[src/rtl/drp_pkg.sv]
// rtl/drp_pkg.sv - shared DRP widths, FSM encoding, error data and address range check
package drp_pkg;

    localparam int DRP_ADDR_WIDTH = 16;
    localparam int DRP_DATA_WIDTH = 16;
    localparam logic [15:0] DRP_ERR_DATA = 16'hDEAD;

    typedef enum logic {
        DRP_IDLE = 1'b0,
        DRP_BUSY = 1'b1
    } drp_state_e;

    // Once addr >= base is known the subtraction cannot wrap, so the
    // 32-bit result matches an index taken at the native address width.
    function automatic logic drp_addr_in_range(input logic [31:0] addr,
                                               input logic [31:0] base,
                                               input logic [31:0] num);
        return (addr >= base) && ((addr - base) < num);
    endfunction

endpackage

[src/rtl/drp_rdy_delay.sv]
// rtl/drp_rdy_delay.sv - loadable down-counter producing the single-cycle DRP RDY pulse
module drp_rdy_delay #(
    parameter int C_RDY_LATENCY = 3
) (
    input  logic clk,
    input  logic rst,
    input  logic load_i,
    input  logic active_i,
    output logic rdy_o
);

    localparam logic [3:0] LOAD_VAL = 4'(C_RDY_LATENCY - 1);

    logic [3:0] cnt_q, cnt_d;

    always_comb begin
        cnt_d = cnt_q;
        if (load_i) begin
            cnt_d = LOAD_VAL;
        end else if (active_i && (cnt_q != 4'd0)) begin
            cnt_d = cnt_q - 4'd1;
        end
    end

    always_ff @(posedge clk) begin
        if (rst) begin
            cnt_q <= 4'd0;
        end else begin
            cnt_q <= cnt_d;
        end
    end

    assign rdy_o = active_i && (cnt_q == 4'd0);

endmodule

[src/rtl/drp_slave_regbank.sv]
// rtl/drp_slave_regbank.sv - DRP responder register bank with fixed EN-to-RDY latency
module drp_slave_regbank
    import drp_pkg::*;
#(
    parameter int                          C_DRP_ADDR_WIDTH = DRP_ADDR_WIDTH,
    parameter int                          C_DRP_DATA_WIDTH = DRP_DATA_WIDTH,
    parameter logic [C_DRP_ADDR_WIDTH-1:0] C_BASE_ADDR      = '0,
    parameter int                          C_REG_NUM        = 16,
    parameter int                          C_RDY_LATENCY    = 3,
    parameter logic [C_DRP_DATA_WIDTH-1:0] C_ERR_DATA       = DRP_ERR_DATA
) (
    input  logic                                  DRPCLK_I,
    input  logic                                  DRPRST_I,
    input  logic [C_DRP_ADDR_WIDTH-1:0]           S_DRPADDR_I,
    input  logic [C_DRP_DATA_WIDTH-1:0]           S_DRPDI_I,
    input  logic                                  S_DRPEN_I,
    input  logic                                  S_DRPWE_I,
    output logic [C_DRP_DATA_WIDTH-1:0]           S_DRPDO_O,
    output logic                                  S_DRPRDY_O,
    output logic [C_REG_NUM*C_DRP_DATA_WIDTH-1:0] REG_FLAT_O,
    output logic [C_REG_NUM-1:0]                  REG_WR_PULSE_O,
    output logic                                  ERR_BUSY_O,
    output logic                                  ERR_RANGE_O,
    input  logic                                  ERR_CLR_I
);

    localparam int IDX_W = (C_REG_NUM > 1) ? $clog2(C_REG_NUM) : 1;

    drp_state_e                  state_q, state_d;
    logic [C_DRP_ADDR_WIDTH-1:0] addr_q, addr_d;
    logic [C_DRP_DATA_WIDTH-1:0] di_q, di_d;
    logic                        we_q, we_d;
    logic [C_DRP_DATA_WIDTH-1:0] regs_q [C_REG_NUM];
    logic [C_DRP_DATA_WIDTH-1:0] regs_d [C_REG_NUM];
    logic [C_REG_NUM-1:0]        wr_pulse_q, wr_pulse_d;
    logic                        err_busy_q, err_busy_d;
    logic                        err_range_q, err_range_d;

    logic             busy;
    logic             accept;
    logic             rdy;
    logic             in_range;
    logic [IDX_W-1:0] idx;

    assign busy     = (state_q == DRP_BUSY);
    assign accept   = !busy && S_DRPEN_I;
    assign in_range = drp_addr_in_range(32'(addr_q), 32'(C_BASE_ADDR), 32'(C_REG_NUM));
    assign idx      = IDX_W'(addr_q - C_BASE_ADDR);

    drp_rdy_delay #(
        .C_RDY_LATENCY(C_RDY_LATENCY)
    ) u_rdy_delay (
        .clk      (DRPCLK_I),
        .rst      (DRPRST_I),
        .load_i   (accept),
        .active_i (busy),
        .rdy_o    (rdy)
    );

    always_comb begin
        state_d     = state_q;
        addr_d      = addr_q;
        di_d        = di_q;
        we_d        = we_q;
        regs_d      = regs_q;
        wr_pulse_d  = '0;
        err_busy_d  = err_busy_q;
        err_range_d = err_range_q;

        case (state_q)
            DRP_IDLE: begin
                if (S_DRPEN_I) begin
                    state_d = DRP_BUSY;
                    addr_d  = S_DRPADDR_I;
                    di_d    = S_DRPDI_I;
                    we_d    = S_DRPWE_I;
                end
            end
            DRP_BUSY: begin
                if (rdy) begin
                    state_d = DRP_IDLE;
                end
            end
        endcase

        // Commit on the RDY edge so the pulse and new value appear together next cycle.
        if (rdy && we_q && in_range) begin
            regs_d[idx]     = di_q;
            wr_pulse_d[idx] = 1'b1;
        end

        if (busy && S_DRPEN_I) begin
            err_busy_d = 1'b1;
        end else if (ERR_CLR_I) begin
            err_busy_d = 1'b0;
        end

        if (rdy && !in_range) begin
            err_range_d = 1'b1;
        end else if (ERR_CLR_I) begin
            err_range_d = 1'b0;
        end
    end

    always_ff @(posedge DRPCLK_I) begin
        if (DRPRST_I) begin
            state_q     <= DRP_IDLE;
            addr_q      <= '0;
            di_q        <= '0;
            we_q        <= 1'b0;
            regs_q      <= '{default: '0};
            wr_pulse_q  <= '0;
            err_busy_q  <= 1'b0;
            err_range_q <= 1'b0;
        end else begin
            state_q     <= state_d;
            addr_q      <= addr_d;
            di_q        <= di_d;
            we_q        <= we_d;
            regs_q      <= regs_d;
            wr_pulse_q  <= wr_pulse_d;
            err_busy_q  <= err_busy_d;
            err_range_q <= err_range_d;
        end
    end

    always_comb begin
        S_DRPDO_O = '0;
        if (rdy && !we_q) begin
            S_DRPDO_O = in_range ? regs_q[idx] : C_ERR_DATA;
        end
    end

    for (genvar i = 0; i < C_REG_NUM; i++) begin : g_flat
        assign REG_FLAT_O[i*C_DRP_DATA_WIDTH +: C_DRP_DATA_WIDTH] = regs_q[i];
    end

    assign S_DRPRDY_O     = rdy;
    assign REG_WR_PULSE_O = wr_pulse_q;
    assign ERR_BUSY_O     = err_busy_q;
    assign ERR_RANGE_O    = err_range_q;

endmodule
[config.mk]
export PLATFORM = sky130hd
export DESIGN_NAME = drp_slave_regbank
export DESIGN_NICKNAME = d
export VERILOG_FILES = /design/src/rtl/drp_pkg.sv /design/src/rtl/drp_rdy_delay.sv /design/src/rtl/drp_slave_regbank.sv
export SDC_FILE = /design/constraint.sdc
export NUM_CORES = 1
export LEC_CHECK = 0
export CORE_ASPECT_RATIO = 1.2
export CORE_MARGIN = 10
export CORE_UTILIZATION = 33
export CTS_CLUSTER_SIZE = 20
export DETAILED_ROUTE_END_ITERATION = 8
export HOLD_SLACK_MARGIN = 0.1
export PLACE_DENSITY = 0.54
export SYNTH_ARGS = -nofsm -noshare
export SYNTH_HDL_FRONTEND = slang
export SYNTH_SLANG_ARGS = --single-unit
[constraint.sdc]
create_clock -name DRPCLK_I -period 4.3 [get_ports DRPCLK_I]
set_input_delay 1.29 -clock DRPCLK_I [delete_from_list [all_inputs] [get_ports DRPCLK_I]]
set_output_delay 1.29 -clock DRPCLK_I [all_outputs]
set_load 0.03 [all_outputs]
After elaboration in Yosys (flattened, before gate mapping):

Cells that the tools add are included.

* flip-flop bits (word level): 312
* output and inout bits: 291
* input port bits: 37
* word-level logic and storage cells: 73

* order comparisons: 5
* muxes and demuxes: 18
* $add $sub $neg: 1
* bitwise logic cells: 3
* reduce and logical (&&, ||, !) cells: 21

Operator list (number)
* 256-bit bitwise mux: 1
* 16-bit 2-to-1 mux: 5
* 16-bit binary-select mux with 4-bit select: 1
* 16-bit demux with 4-bit select: 1
* 16-bit by 5-bit less-than comparator with 1-bit output, second input constant: 1
* 1-bit logical AND: 10
* 1-bit 2-to-1 mux: 6
* 2-bit nonzero test: 3
* 5-bit greater-or-equal comparator, second input constant: 1
* 4-bit by 5-bit less-than comparator with 1-bit output, second input constant: 1
* 5-bit by 1-bit less-than comparator with 1-bit output, second input constant: 1
* 4-bit NOT with 5-bit output: 1
* 1-bit demux with 4-bit select: 1
* 4-bit by 1-bit greater-or-equal comparator with 1-bit output, second input constant: 1
* 4-bit zero test: 1
* 2-bit 2-to-1 mux: 2
* 4-bit nonzero test: 1
* 2-bit OR reduction: 2
* 4-bit by 1-bit subtractor with 4-bit output, second input constant: 1
* 1-bit zero test: 3
* 1-bit NOT: 2
* 1-bit case mux with 2 select lines: 1
* 2-bit AND reduction: 1

Logic depth before layout (Yosys ltp):

* depth in word-level cells: 6
* depth in mapped cells: 10
* gate-level depth less buffers: 6

Cells and area by module:

From an unflattened synthesis, not the netlist that was laid out.

* cell total of the unflattened synthesis: 1262
* area, all modules: 13960.9 µm²

By module, submodules not included
* drp_slave_regbank: times used 1, cells an instance 1236, seq. area each 6165.9 µm², area an instance 13734.4 µm²
* drp_rdy_delay: times used 1, cells an instance 26, seq. area each 80.1 µm², area an instance 226.5 µm²

Least setup slack after synthesis:

Ideal clock, no wire load.

* kind: reg-to-output
* start: register u_rdy_delay.cnt_q[0]
* end: output port S_DRPDO_O[13]
* data arrival time: 2103 ps
* required time: 3010 ps
* path slack: 907 ps
* cell stages (with the launch flop): 8
* buffers on the path: 1
* cells stage by stage: dfxtp_1 -> inv_1 -> ha_1 -> and4bb_1 -> clkbuf_1 -> nand2b_1 -> or2_2 -> a21oi_1

* cells in the longest elaborated chain, start to end: 4

Ends and longest elaborated chain
* start: declaration: line drp_rdy_delay.sv:14 `logic [3:0] cnt_q, cnt_d;`
* start signal: assignment: line drp_rdy_delay.sv:29 `cnt_q <= cnt_d;`
* 4-bit zero test: line drp_rdy_delay.sv:33 `assign rdy_o = active_i && (cnt_q == 4'd0);`
* 1-bit logical AND: line drp_rdy_delay.sv:33
* net S_DRPRDY_O: line drp_slave_regbank.sv:19 `output logic S_DRPRDY_O,`
* 1-bit logical AND: line drp_slave_regbank.sv:129 `if (rdy && !we_q) begin`
* 16-bit 2-to-1 mux: line drp_slave_regbank.sv:129
* end: declaration: line drp_slave_regbank.sv:18 `output logic [C_DRP_DATA_WIDTH-1:0] S_DRPDO_O,`

The timed path passes the listed nets, and every way through them passes these cells.

Final worst setup path:

* start: register u_rdy_delay.cnt_q[0]
* end: output port S_DRPDO_O[4]

* cells in the longest elaborated chain, start to end: 4

Ends and longest elaborated chain (line)
* 4-bit zero test: drp_rdy_delay.sv:33
* 1-bit logical AND: drp_rdy_delay.sv:33
* 1-bit logical AND: drp_slave_regbank.sv:129
* 16-bit 2-to-1 mux: drp_slave_regbank.sv:129

No other way between the ends.

==> metrics.txt <==
number of DRC markers in iteration 0 1,912; MaxCap Viol Count 0; Die Wd 209 µm; Final Non-Filler Cells 2,378; DIE HEIGHT 246 µm; Worst Max-Slew Pin Slew 1.33 ns; vias in the first global route 13,800; diodes inserted 0; number of synthesized register bits 312; static leakage 5.77 nW; crit path DAT 2.76 ns; Crit Path Category reg -> out; Worst EP required 3.01 ns; R2R depth 5; Seq pwr share 0.460; Fin Setup TNS 0 ns; Peak supply drop 0.223 mV; Worst Clk Skew 0.0208 ns; Area growth, synth to finish 32.2%; Design Power 6.57 mW; total iterations of the first detailed-routing run 5; Clock Latency Late Sink 0.54 ns; hpwl dp 49,500 µm; Max transition margin 0.115; largest net degree at the start of global routing 106; DR WL/cell 29.7 µm; worst setup path start u_rdy_delay.cnt_q[0]; drc violations 0; Avg Cell Area, Syn 8.60 µm²; hold buffer count at CTS 0; Slew Limit Fails 0; Int Pwr 4.87 mW; Post-Synthesis Cells 1,636; root buf cell clkbuf_16; Inst Count DP 2,317; CP max stage cell a21oi_1; DRT antenna net count 0; Netlist cell types 41; number of hold violations in the final report 0; DRT Wirelength 70,700 µm; CP max FO 12; Core Region 42,000 µm²; YS warnings 0; HP Start addr_q[5]; Worst Setup End Kind primary output; H-Tree Depth 2; Final min period 4.05 ns; grt ovf 0; Post-layout nets 1,848; initial antenna violation count 3; status complete, no violations; Switching Power 1.70 mW; syn nets 1,675; Worst-path clk slew 0.06 ns; Cell Rows 82; worst hold path depth 2; period utilisation layout 0.943; Comb power frac 0.074; PortBufs 327; share of cells above drive strength 1 0.100; Sw Share 0.258; first-pass GRT wire length 100,000 µm; crit start category flip-flop; gr usage total 0.258; clk buf depth 3; Min-Delay Path Class reg -> reg; r2r startpoint addr_q[0]; CTS buffer count 35; post-synth top area share 0.444; clock power share 0.466; total number of vias 14,800; RSZ-0062 raised after global routing false; most area-hungry cell type in the Yosys netlist dfxtp_1; area of the mapped netlist 14,100 µm²; initial core utilization 0.335; synth top area cells dfxtp_1 44%, a21oi_1 11%, mux4_2 10%, nand3_1 9.7%, o21ai_0 8.4%; post-synthesis sequential area ratio 0.444; IO Pins 328; Fmax 247 MHz; Via-to-Cell Ratio 6.23; CP Cell Sequence inv_1, ha_1, and4bb_1, nand2b_1, buf_4, or2_2, a21oi_1, buf_12; CTS tree built; Die ar. 51,300 µm²; final setup fails 0; max incr delay on CP 0.39 ns; routability congestion estimate from global placement 0.952; clk sinks 312; PD cells 353 nW/µm²
==> cell usage in the layout, fill, tap and decap left out, drive strengths merged, types with 11 or more instances in the layout <==
cell | netlist | routed
dfxtp | 312 | 312
clkdlybuf4s50 | 0 | 310
a21oi | 306 | 306
nand3 | 273 | 273
o21ai | 256 | 256
nand2 | 70 | 70
mux4 | 64 | 64
clkbuf | 137 | 53
buf | 83 | 45
a22oi | 23 | 23
nor2 | 22 | 22
nand4 | 16 | 16
and3 | 16 | 16
a221oi | 11 | 11
==> repair_timing <==
action	CTS	global route
gates resized for setup	0	0
buffers inserted	0	1
setup endpoints to repair	0	7
==> metrics by stage <==
stage          instance area, µm²  hold slack, ns   util  setup slack, ns
2_1_floorplan               14100           0.448      -            0.907
3_3_place_gp                17400           0.470  0.416            0.633
3_5_place_dp                17400           0.477  0.416            0.611
4_1_cts                     18600           0.485  0.443           0.0588
5_1_grt                     18600           0.510  0.444            0.128
6_report                    18600           0.484  0.444            0.246
==> power by group through the flow <==
stage                     sequential, mW  combinational, mW  clock (mW)
after floorplan                     2.99              0.356           0
after global placement              3.09              0.460           0
after detailed placement            3.09              0.464           0
after CTS                           3.02              0.465        3.08
after global routing                3.02              0.511        3.19
final                               3.02              0.485        3.06
==> layer usage <==
layer | global-route usage | wire, µm
met1 | 0.314 | 26400
met2 | 0.411 | 33000
met3 | 0.0602 | 6840
met4 | 0.149 | 4430
met5 | 0 | 24
==> critical path: cells and delay by family (launching register included) <==
family / cells / cell delay, ns
and+or+nand+nor: 3 / 0.85
buffers and inverters: 3 / 0.49
AOI/OAI and AO/OA: 1 / 0.39
DFF: 1 / 0.32
adders and majority gates: 1 / 0.17
==> sequential cells by signal (all words and copies together) (netlist names) <==
name	cells
u_rdy_delay.cnt_q	4
ERR_BUSY_O	1
busy	1
ERR_RANGE_O	1
di_q	16
REG_WR_PULSE_O	16
REG_FLAT_O	256
addr_q	16
we_q	1
==> cell families after synthesis <==
family          share of synthesized area
compound gates                      0.220
xor+xnor                          0.00187
fa+ha+maj                         0.00178
buf+inv                            0.0688
flops                               0.444
mux                                 0.102
simple gates                        0.161
==> final timing paths <==
kind / end / slack, ns
worst min-delay path: addr_q[5] / 0.48
worst max register to register: REG_FLAT_O[86] / 1.16
worst max-delay path: S_DRPDO_O[4] / 0.25
worst min register to register: addr_q[5] / 0.48
==> final cells by class <==
type                       instances  area, µm²
sequential                       312       6250
timing repair buffer             356       3620
fill                            4021      23300
inverter                           3       11.3
clock buffer                      52       1080
clock inverter                     8       71.3
multi-input combinational       1101       6890
tap                              546        683
==> cell usage after synthesis <==
master	n
a21oi_1	306
a221oi_1	11
a22oi_1	23
a311oi_1	1
and2_0	1
and2_1	1
and3_1	16
and4b_1	4
and4bb_1	2
buf_1	3
buf_2	72
buf_4	6
buf_6	2
clkbuf_1	134
clkbuf_2	3
dfxtp_1	312
ha_1	2
inv_1	3
mux4_2	64
nand2_1	70
nand2b_1	2
nand3_1	273
nand4_1	16
nor2_1	22
nor2b_1	3
nor3_1	3
nor4_1	3
nor4_2	1
nor4_4	3
nor4b_1	3
nor4b_2	1
nor4bb_1	4
o21ai_0	236
o21ai_1	18
o21ai_2	2
or2_2	2
or3b_2	1
or4_1	2
or4_4	2
xnor2_1	1
xor2_1	2
(Power assumes the default switching activity.)
